`src/rtl/approx_err_accum.sv`:
```
`default_nettype none
// +-----------------------------------------------------------------------------+
// | approx_err_accum : error-distance statistics for a 16x16 approx multiplier  |
// | Revision 1.0                                                                |
// +-----------------------------------------------------------------------------+
module approx_err_accum #(
   parameter int ACC_W = 48
) (
   input  logic             clk,
   input  logic             rst,
   input  logic             start,
   input  logic [15:0]      num_samples,
   input  logic             in_valid,
   output logic             in_ready,
   input  logic [15:0]      in_a,
   input  logic [15:0]      in_b,
   input  logic [31:0]      in_y,
   output logic             busy,
   output logic             done,
   output logic [ACC_W-1:0] sum_ed,
   output logic [31:0]      max_ed,
   output logic [15:0]      err_count,
   output logic             sum_sat
);

   typedef enum logic [1:0] {
      S_IDLE  = 2'd0,
      S_RUN   = 2'd1,
      S_DRAIN = 2'd2
   } state_t;

   state_t           state_q, state_d;
   logic [15:0]      n_q, n_d;
   logic [15:0]      cnt_q, cnt_d;
   logic             ready_q, ready_d;
   logic             busy_q, busy_d;
   logic             done_q, done_d;
   logic             zpend_q, zpend_d;
   logic             s1_v_q, s1_v_d;
   logic [15:0]      s1_a_q, s1_a_d;
   logic [15:0]      s1_b_q, s1_b_d;
   logic [31:0]      s1_y_q, s1_y_d;
   logic             s2_v_q, s2_v_d;
   logic [31:0]      s2_ed_q, s2_ed_d;
   logic [ACC_W-1:0] sum_q, sum_d;
   logic [31:0]      max_q, max_d;
   logic [15:0]      errc_q, errc_d;
   logic             sat_q, sat_d;

   logic             accept;
   logic [31:0]      prod;
   logic [31:0]      ed;
   logic [ACC_W:0]   sum_ext;

   assign accept  = (state_q == S_RUN) && ready_q && in_valid;
   assign prod    = 32'(s1_a_q) * 32'(s1_b_q);
   // Subtract in the direction that cannot wrap.
   assign ed      = (prod >= s1_y_q) ? (prod - s1_y_q) : (s1_y_q - prod);
   assign sum_ext = {1'b0, sum_q} + {{(ACC_W-31){1'b0}}, s2_ed_q};

   always_comb begin
      state_d = state_q;
      n_d     = n_q;
      cnt_d   = cnt_q;
      ready_d = ready_q;
      busy_d  = busy_q;
      done_d  = 1'b0;
      zpend_d = zpend_q;
      s1_v_d  = accept;
      s1_a_d  = s1_a_q;
      s1_b_d  = s1_b_q;
      s1_y_d  = s1_y_q;
      s2_v_d  = s1_v_q;
      s2_ed_d = s2_ed_q;
      sum_d   = sum_q;
      max_d   = max_q;
      errc_d  = errc_q;
      sat_d   = sat_q;

      if (accept) begin
         s1_a_d = in_a;
         s1_b_d = in_b;
         s1_y_d = in_y;
      end
      if (s1_v_q) begin
         s2_ed_d = ed;
      end
      if (s2_v_q) begin
         if (sum_ext[ACC_W]) begin
            sum_d = '1;
            sat_d = 1'b1;
         end else begin
            sum_d = sum_ext[ACC_W-1:0];
         end
         if (s2_ed_q > max_q) begin
            max_d = s2_ed_q;
         end
         if (s2_ed_q != 32'd0) begin
            errc_d = errc_q + 16'd1;
         end
      end

      case (state_q)
         S_IDLE: begin
            busy_d = 1'b0;
            if (zpend_q) begin
               // Empty run: the done pulse follows the single busy cycle.
               zpend_d = 1'b0;
               done_d  = 1'b1;
            end else if (start) begin
               busy_d = 1'b1;
               n_d    = num_samples;
               cnt_d  = 16'd0;
               sum_d  = '0;
               max_d  = 32'd0;
               errc_d = 16'd0;
               sat_d  = 1'b0;
               if (num_samples == 16'd0) begin
                  zpend_d = 1'b1;
               end else begin
                  state_d = S_RUN;
                  ready_d = 1'b1;
               end
            end
         end
         S_RUN: begin
            if (accept) begin
               cnt_d = cnt_q + 16'd1;
               if ((cnt_q + 16'd1) == n_q) begin
                  state_d = S_DRAIN;
                  ready_d = 1'b0;
               end
            end
         end
         S_DRAIN: begin
            // Stage 1 is empty here, so a lone stage-2 sample is the last one.
            if (s2_v_q && !s1_v_q) begin
               state_d = S_IDLE;
               done_d  = 1'b1;
            end
         end
         default: begin
            state_d = S_IDLE;
            ready_d = 1'b0;
            busy_d  = 1'b0;
         end
      endcase
   end

   always_ff @(posedge clk) begin
      if (rst) begin
         state_q <= S_IDLE;
         n_q     <= 16'd0;
         cnt_q   <= 16'd0;
         ready_q <= 1'b0;
         busy_q  <= 1'b0;
         done_q  <= 1'b0;
         zpend_q <= 1'b0;
         s1_v_q  <= 1'b0;
         s1_a_q  <= 16'd0;
         s1_b_q  <= 16'd0;
         s1_y_q  <= 32'd0;
         s2_v_q  <= 1'b0;
         s2_ed_q <= 32'd0;
         sum_q   <= '0;
         max_q   <= 32'd0;
         errc_q  <= 16'd0;
         sat_q   <= 1'b0;
      end else begin
         state_q <= state_d;
         n_q     <= n_d;
         cnt_q   <= cnt_d;
         ready_q <= ready_d;
         busy_q  <= busy_d;
         done_q  <= done_d;
         zpend_q <= zpend_d;
         s1_v_q  <= s1_v_d;
         s1_a_q  <= s1_a_d;
         s1_b_q  <= s1_b_d;
         s1_y_q  <= s1_y_d;
         s2_v_q  <= s2_v_d;
         s2_ed_q <= s2_ed_d;
         sum_q   <= sum_d;
         max_q   <= max_d;
         errc_q  <= errc_d;
         sat_q   <= sat_d;
      end
   end

   assign in_ready  = ready_q;
   assign busy      = busy_q;
   assign done      = done_q;
   assign sum_ed    = sum_q;
   assign max_ed    = max_q;
   assign err_count = errc_q;
   assign sum_sat   = sat_q;

endmodule
`default_nettype wire

```
`config.mk`:
```
export PLATFORM = sky130hd
export DESIGN_NAME = approx_err_accum
export DESIGN_NICKNAME = d
export VERILOG_FILES = /design/src/rtl/approx_err_accum.sv
export SDC_FILE = /design/constraint.sdc
export NUM_CORES = 1
export LEC_CHECK = 0
export BUFFER_PORTS_ARGS = -buffer_cell sky130_fd_sc_hd__buf_2
export CORE_MARGIN = 3
export CORE_UTILIZATION = 35
export DETAILED_ROUTE_END_ITERATION = 8
export PLACE_DENSITY_LB_ADDON = 0.2
export SETUP_SLACK_MARGIN = 0.15
export SYNTH_ARGS = -nofsm -noshare
export SYNTH_HDL_FRONTEND = slang
export SYNTH_SLANG_ARGS = --single-unit
```
`constraint.sdc`:
```
create_clock -name clk -period 8.5 [get_ports clk]
set_clock_uncertainty 0.05 [all_clocks]
set_input_delay 1.275 -clock clk [delete_from_list [all_inputs] [get_ports clk]]
set_output_delay 1.275 -clock clk [all_outputs]
set_load 0.02 [all_outputs]
```
---- Word level (Yosys, flattened, before mapping) ----
Cells that the tools add are included.
operators by class
  equality and inequality tests ........... 9
  multiplexer cells ....................... 47
  multiply operators ...................... 1
  add/sub/neg operators ................... 5
  bitwise gates (word level) .............. 2
  magnitude comparators ................... 2
  reductions and logical operators ........ 13
operator list
  cell                                                 count
  2-to-1 mux 48 bit                                    5
  2-to-1 mux 32 bit                                    6
  2-to-1 mux 16 bit                                    8
  subtractor 32 bit                                    2
  adder 48 x 32 -> 49 bit                              1
  adder 16 x 1 -> 16 bit, second input constant        2
  >= comparator 32 bit                                 1
  greater-than comparator 32 bit                       1
  multiplier 16 x 16 -> 32 bit                         1
  case mux 16 bit (2 select lines)                     1
  nonzero test 32 bit                                  1
  2-to-1 mux 1 bit                                     17
  equality test 16 bit                                 1
  logical NOT 16 bit                                   1
  2-to-1 mux 2 bit                                     6
  AND reduction 6 bit                                  2
  != test 2 bit, second input constant                 5
  case mux 2 bit (3 select lines)                      1
  case mux 1 bit (2 select lines)                      2
  AND reduction 4 bit                                  1
  logical AND 1 bit                                    3
  case mux 1 bit (3 select lines)                      1
  AND reduction 3 bit                                  1
  equality test 2 x 1 -> 1 bit, second input constant  1
  7 further kinds                                      8
storage, ports and cells
  bits of input ports ..................... 84
  bits in registers ....................... 233
  output and inout port bits .............. 100
  word-level logic and storage cells ...... 96

---- Depth between registers and ports, before layout ----
  word-level depth ........................ 6
  gate-level depth with buffers ........... 38
  gate-level depth less buffers ........... 35

---- Worst setup path after synthesis ----
Ideal clock, no wire load.
  kind .................................... reg-to-reg
  start ................................... reg s1_b_q[7]
  end ..................................... reg s2_ed_q[28]
  data required time ...................... 8.388 ns
  setup time .............................. 0.062 ns
  period minus slack after synthesis ...... 8.544 ns
  cell stages (with the launch flop) ...... 35
  buffers on the path ..................... 4
  arrival time ............................ 8.433 ns
  setup slack ............................. -0.044 ns
  cell sequence ........................... dfxtp_1 > clkbuf_1 > clkbuf_1 > nand2_1 > fa_1 > inv_1 > fa_1 > fa_1 > fa_1 > fa_1 > inv_1 > fa_1 > inv_1 > ha_1 > and3_1 > and3_1 > a221oi_1 > o21ai_0 > a211oi_1 > nor2_1 > o21ai_0 > nand2b_1 > xor2_1 > ha_1 > clkbuf_1 > and3_1 > nand2_1 > a21oi_1 > a211o_1 > nor2_8 > buf_8 > nor3_1 > nor3_1 > or4_1 > nand3_1
between the ends
  word-level cells in the longest chain between the ends .. 3
  elaborated cells between the ends (all ways) .. 5
  classes of those cells .................. add/sub: 2; mul: 1; order compare: 1; mux: 1
RTL lines
  item                                                       RTL line  text
  start: declaration                                         41        logic [15:0] s1_b_q, s1_b_d;
  start signal: assignment                                   161       s1_b_q <= 16'd0;
  start signal: assignment                                   179       s1_b_q <= s1_b_d;
  multiplier 16 x 16 -> 32 bit *                             56        assign prod = 32'(s1_a_q) * 32'(s1_b_q);
  subtractor 32 bit or >= comparator 32 bit (tied branches)  58        assign ed = (prod >= s1_y_q) ? (prod - s1_y_q) : (s1_y_q - prod);
  2-to-1 mux 32 bit *                                        58
  end signal: assignment                                     164       s2_ed_q <= 32'd0;
  end signal: assignment                                     182       s2_ed_q <= s2_ed_d;
  end: declaration                                           44        logic [31:0] s2_ed_q, s2_ed_d;
Mark *: on every way between the ends. The rest lies on a longest branch, timed or not.
A chain may end at the register's enable or synchronous reset.

---- Final worst setup path ----
  start ................................... reg s1_b_q[4]
  end ..................................... reg s2_ed_q[8]
The elaborated chain is that of the path after synthesis.

==> impl_results.md <==
- Multi-input logic area: 0.0177 mm^2
- Overall Power: 3430 uW
- Most frequent cell after synthesis: nand2_1
- Die H: 266 um
- DR pass1 iterations: 5
- Critical path launch point type: register
- CP most frequent cell: fa_1
- CP Capture Type: register
- Sequential fraction of the synthesis area: 19.7%
- Dpl cell area: 0.0264 mm^2
- Post-Route WL: 70.8 mm
- Area delta synth->final: 19.9%
- Dominant synthesized flop cell: dfxtp_1
- Share of cells above drive strength 1: 17.7%
- GRT Residual Overflow: 0
- CTS tree: done
- Crit path DAT: 8.57 ns
- Core area: 0.0665 mm^2
- Post-DRT Antenna Nets: 0
- Yosys top cell area share: 19.7%
- Root buffer cell: clkbuf_16
- Pre-CTS setup slack: -0.121 ns
- Worst vdd ir: 0.165 mV
- Vias in the first global route: 20400
- Vias per inst: 5.17
- Pint: 2370 uW
- # port buffers: 183
- Synth Net Count: 3504
- Hold-fix buffer count after cts: 0
- Synth warn: 0
- Yosys reg bits: 233
- Synth unique cells: 87
- Largest cells by area after synthesis: dfxtp_1 20%, fa_1 17%, ha_1 12%
- Flop pwr share: 33.3%
- Status: finished clean
- Vias: 21300
- Critical path required time: 8.92 ns
- Effective utilization at floorplan: 35.7%
- Total CTS buffers: 30
- Number of DRC markers in iteration 0: 1322
- Final hold slack: 0.391 ns
- Post-synthesis cell area: 0.0237 mm^2
- DRC viols: 0
- Clock share of power: 41.7%
- Fin. Hold Viols: 0
- Final instance area: 0.0284 mm^2
- Crit path launch: s1_b_q[4]
- Worst Slack Setup Final: 0.358 ns
- Combinational power share: 25.0%
- Crit path kind: reg2reg
- Row Count: 94
- DP Wirelength: 55.7 mm
- Reg clk slew, reported paths: 0.06 ns
- Final setup viols: 0
- Post-synthesis instance total: 2987
- Fill count: 6782
- Max Cap Viol: 0
- Fmax: 123 MHz
- Pin count of the biggest net entering global routing: 95
- Worst R2R Start: s1_b_q[4]
- NetSw: 1060 uW
- Clk buf depth: 3
- Die Wd: 266 um
- Final nets: 3757
- Register area: 0.00474 mm^2
- Crit-path max cell delay: 0.54 ns
- Final min period: 8.14 ns
- WL/cell: 17.1 um
- H-Tree Depth: 1
- Final Max Slew Viols: 0
- Hold Startpoint: sum_sat
- Rel. slew slack: 23.4%
- CTS sink count: 233
- PD cells: 121 mW/mm^2
- First-pass GRT wire length: 112 mm
- Syn avg cell area: 7.93 um^2
- Post-synth top cells: 436 x nand2_1, 367 x inv_1, 275 x a21oi_1
- Crit-path slowest cell: fa_1
- Sw frac: 30.8%
- GR Util All Layers: 19.5%
- Final Core Density: 42.8%
- Post-synth EDFFs: 0
- Synth area leader: dfxtp_1
- Skew-Pair Late Insertion Delay: 0.61 ns
- Crit share post-route: 95.8%
- Die Footprint: 0.0709 mm^2
- Type of the worst min-delay path: reg2reg
- Crit path max fanout: 6
- Final GP Congestion: 0.889
- Worst Tran Pin Value: 1.15 ns
- RSZ-0062 raised after global routing: yes
- Leak Pwr: 0.0132 uW
- Ports: 184
- Initial antenna violation count: 2
- Asr flop ratio synth: 0%
[metal layers]
layer | share of wire [%] | GRT usage [%] | up-vias | routed length (um)
met4 | 2.1 | 4.51 | 2 | 1510
met2 | 47 | 32.2 | 503 | 32900
met1 | 46 | 27.2 | 10300 | 32700
met3 | 5.1 | 2.31 | 76 | 3640
li1 | - | - | 10500 | -
met5 | 0.013 | 0 | - | 9
[layout by cell type, fill, tap and decap left out, drive strengths merged, types with 39 or more instances in the layout]
master / Yosys / final
a21o: 80 / 80
a21oi: 279 / 279
and2: 127 / 127
buf: 25 / 365
dfxtp: 233 / 233
fa: 197 / 197
ha: 236 / 236
inv: 367 / 367
nand2: 437 / 437
nand3: 70 / 70
nor2: 140 / 141
nor3: 39 / 39
o21ai: 149 / 149
xnor2: 68 / 68
xor2: 52 / 52
[stage by stage]
step / TNS (ns) / std cells
finish: 0 / 4128
global route: 0 / 4127
CTS: 0 / 4104
detailed placement: -0.800 / 4047
global placement: -0.252 / 4047
floorplan: 0 / 2987
[logic make-up (layout without fill, tap and decap cells)]
family | after synthesis | after routing | synth area share (%)
DFF | 233 | 233 | 19.7
muxes | 19 | 19 | 0.829
xor gates and xnor gates | 120 | 120 | 4.44
other | 0 | 1 | 0
AOI/OAI and AO/OA | 689 | 689 | 17.9
and+or+nand+nor | 981 | 982 | 19.6
adders and majority gates | 433 | 433 | 29.1
buffers and inverters | 512 | 787 | 8.41
[layout make-up]
type	instances	area share (%)
multi-input cells	2243	62.1
inverters	367	4.85
repair buffers	365	8.64
clock buffers	37	2.80
diodes	1	0.00881
flip-flops and latches	233	16.7
well taps	864	3.80
clock inverters	18	1.08
[path summary, 6_finish.rpt]
path | to | slack, ns | cells after the start
hold reg to reg | sum_sat | 0.39 | 2
setup reg to reg | s2_ed_q[8] | 0.36 | 33
setup / recovery | s2_ed_q[8] | 0.36 | 33
hold / removal | sum_sat | 0.39 | 2
[flip-flops by register name (all words and copies together) (netlist names), 16 cells and up]
register / cells
sum_ed: 48
max_ed: 32
err_count: 16
s1_a_q: 16
s1_y_q: 32
cnt_q: 16
n_q: 16
s2_ed_q: 32
s1_b_q: 16
[worst max-delay path: cells and delay by family, from the launching register on]
| kind | cells | cell delay [ns] |
|---|---|---|
| AO/OA/AOI/OAI | 10 | 2.00 |
| flip-flops | 1 | 0.37 |
| XOR/XNOR | 2 | 0.39 |
| AND/OR/NAND/NOR | 6 | 0.85 |
| buffers and inverters | 6 | 0.47 |
| multiplexers | 1 | 0.35 |
| adder cells (fa/ha/maj) | 8 | 3.53 |
[repair_timing]
| item | CTS | global route |
|---|---|---|
| gates cloned | 1 | 0 |
| buffers inserted | 1 | 23 |
| gates resized for setup | 30 | 154 |
| pin swaps | 6 | 96 |
| endpoints found under the setup margin | 29 | 31 |
[power by group through the flow]
stage,Clock (uW),Combinational [uW],Sequential [uW]
floorplan,0,508,1150
global placement,0,746,1170
detailed placement,0,746,1170
CTS,1470,768,1140
global route,1510,936,1140
finish,1430,857,1140
(Power assumes the default switching activity.)
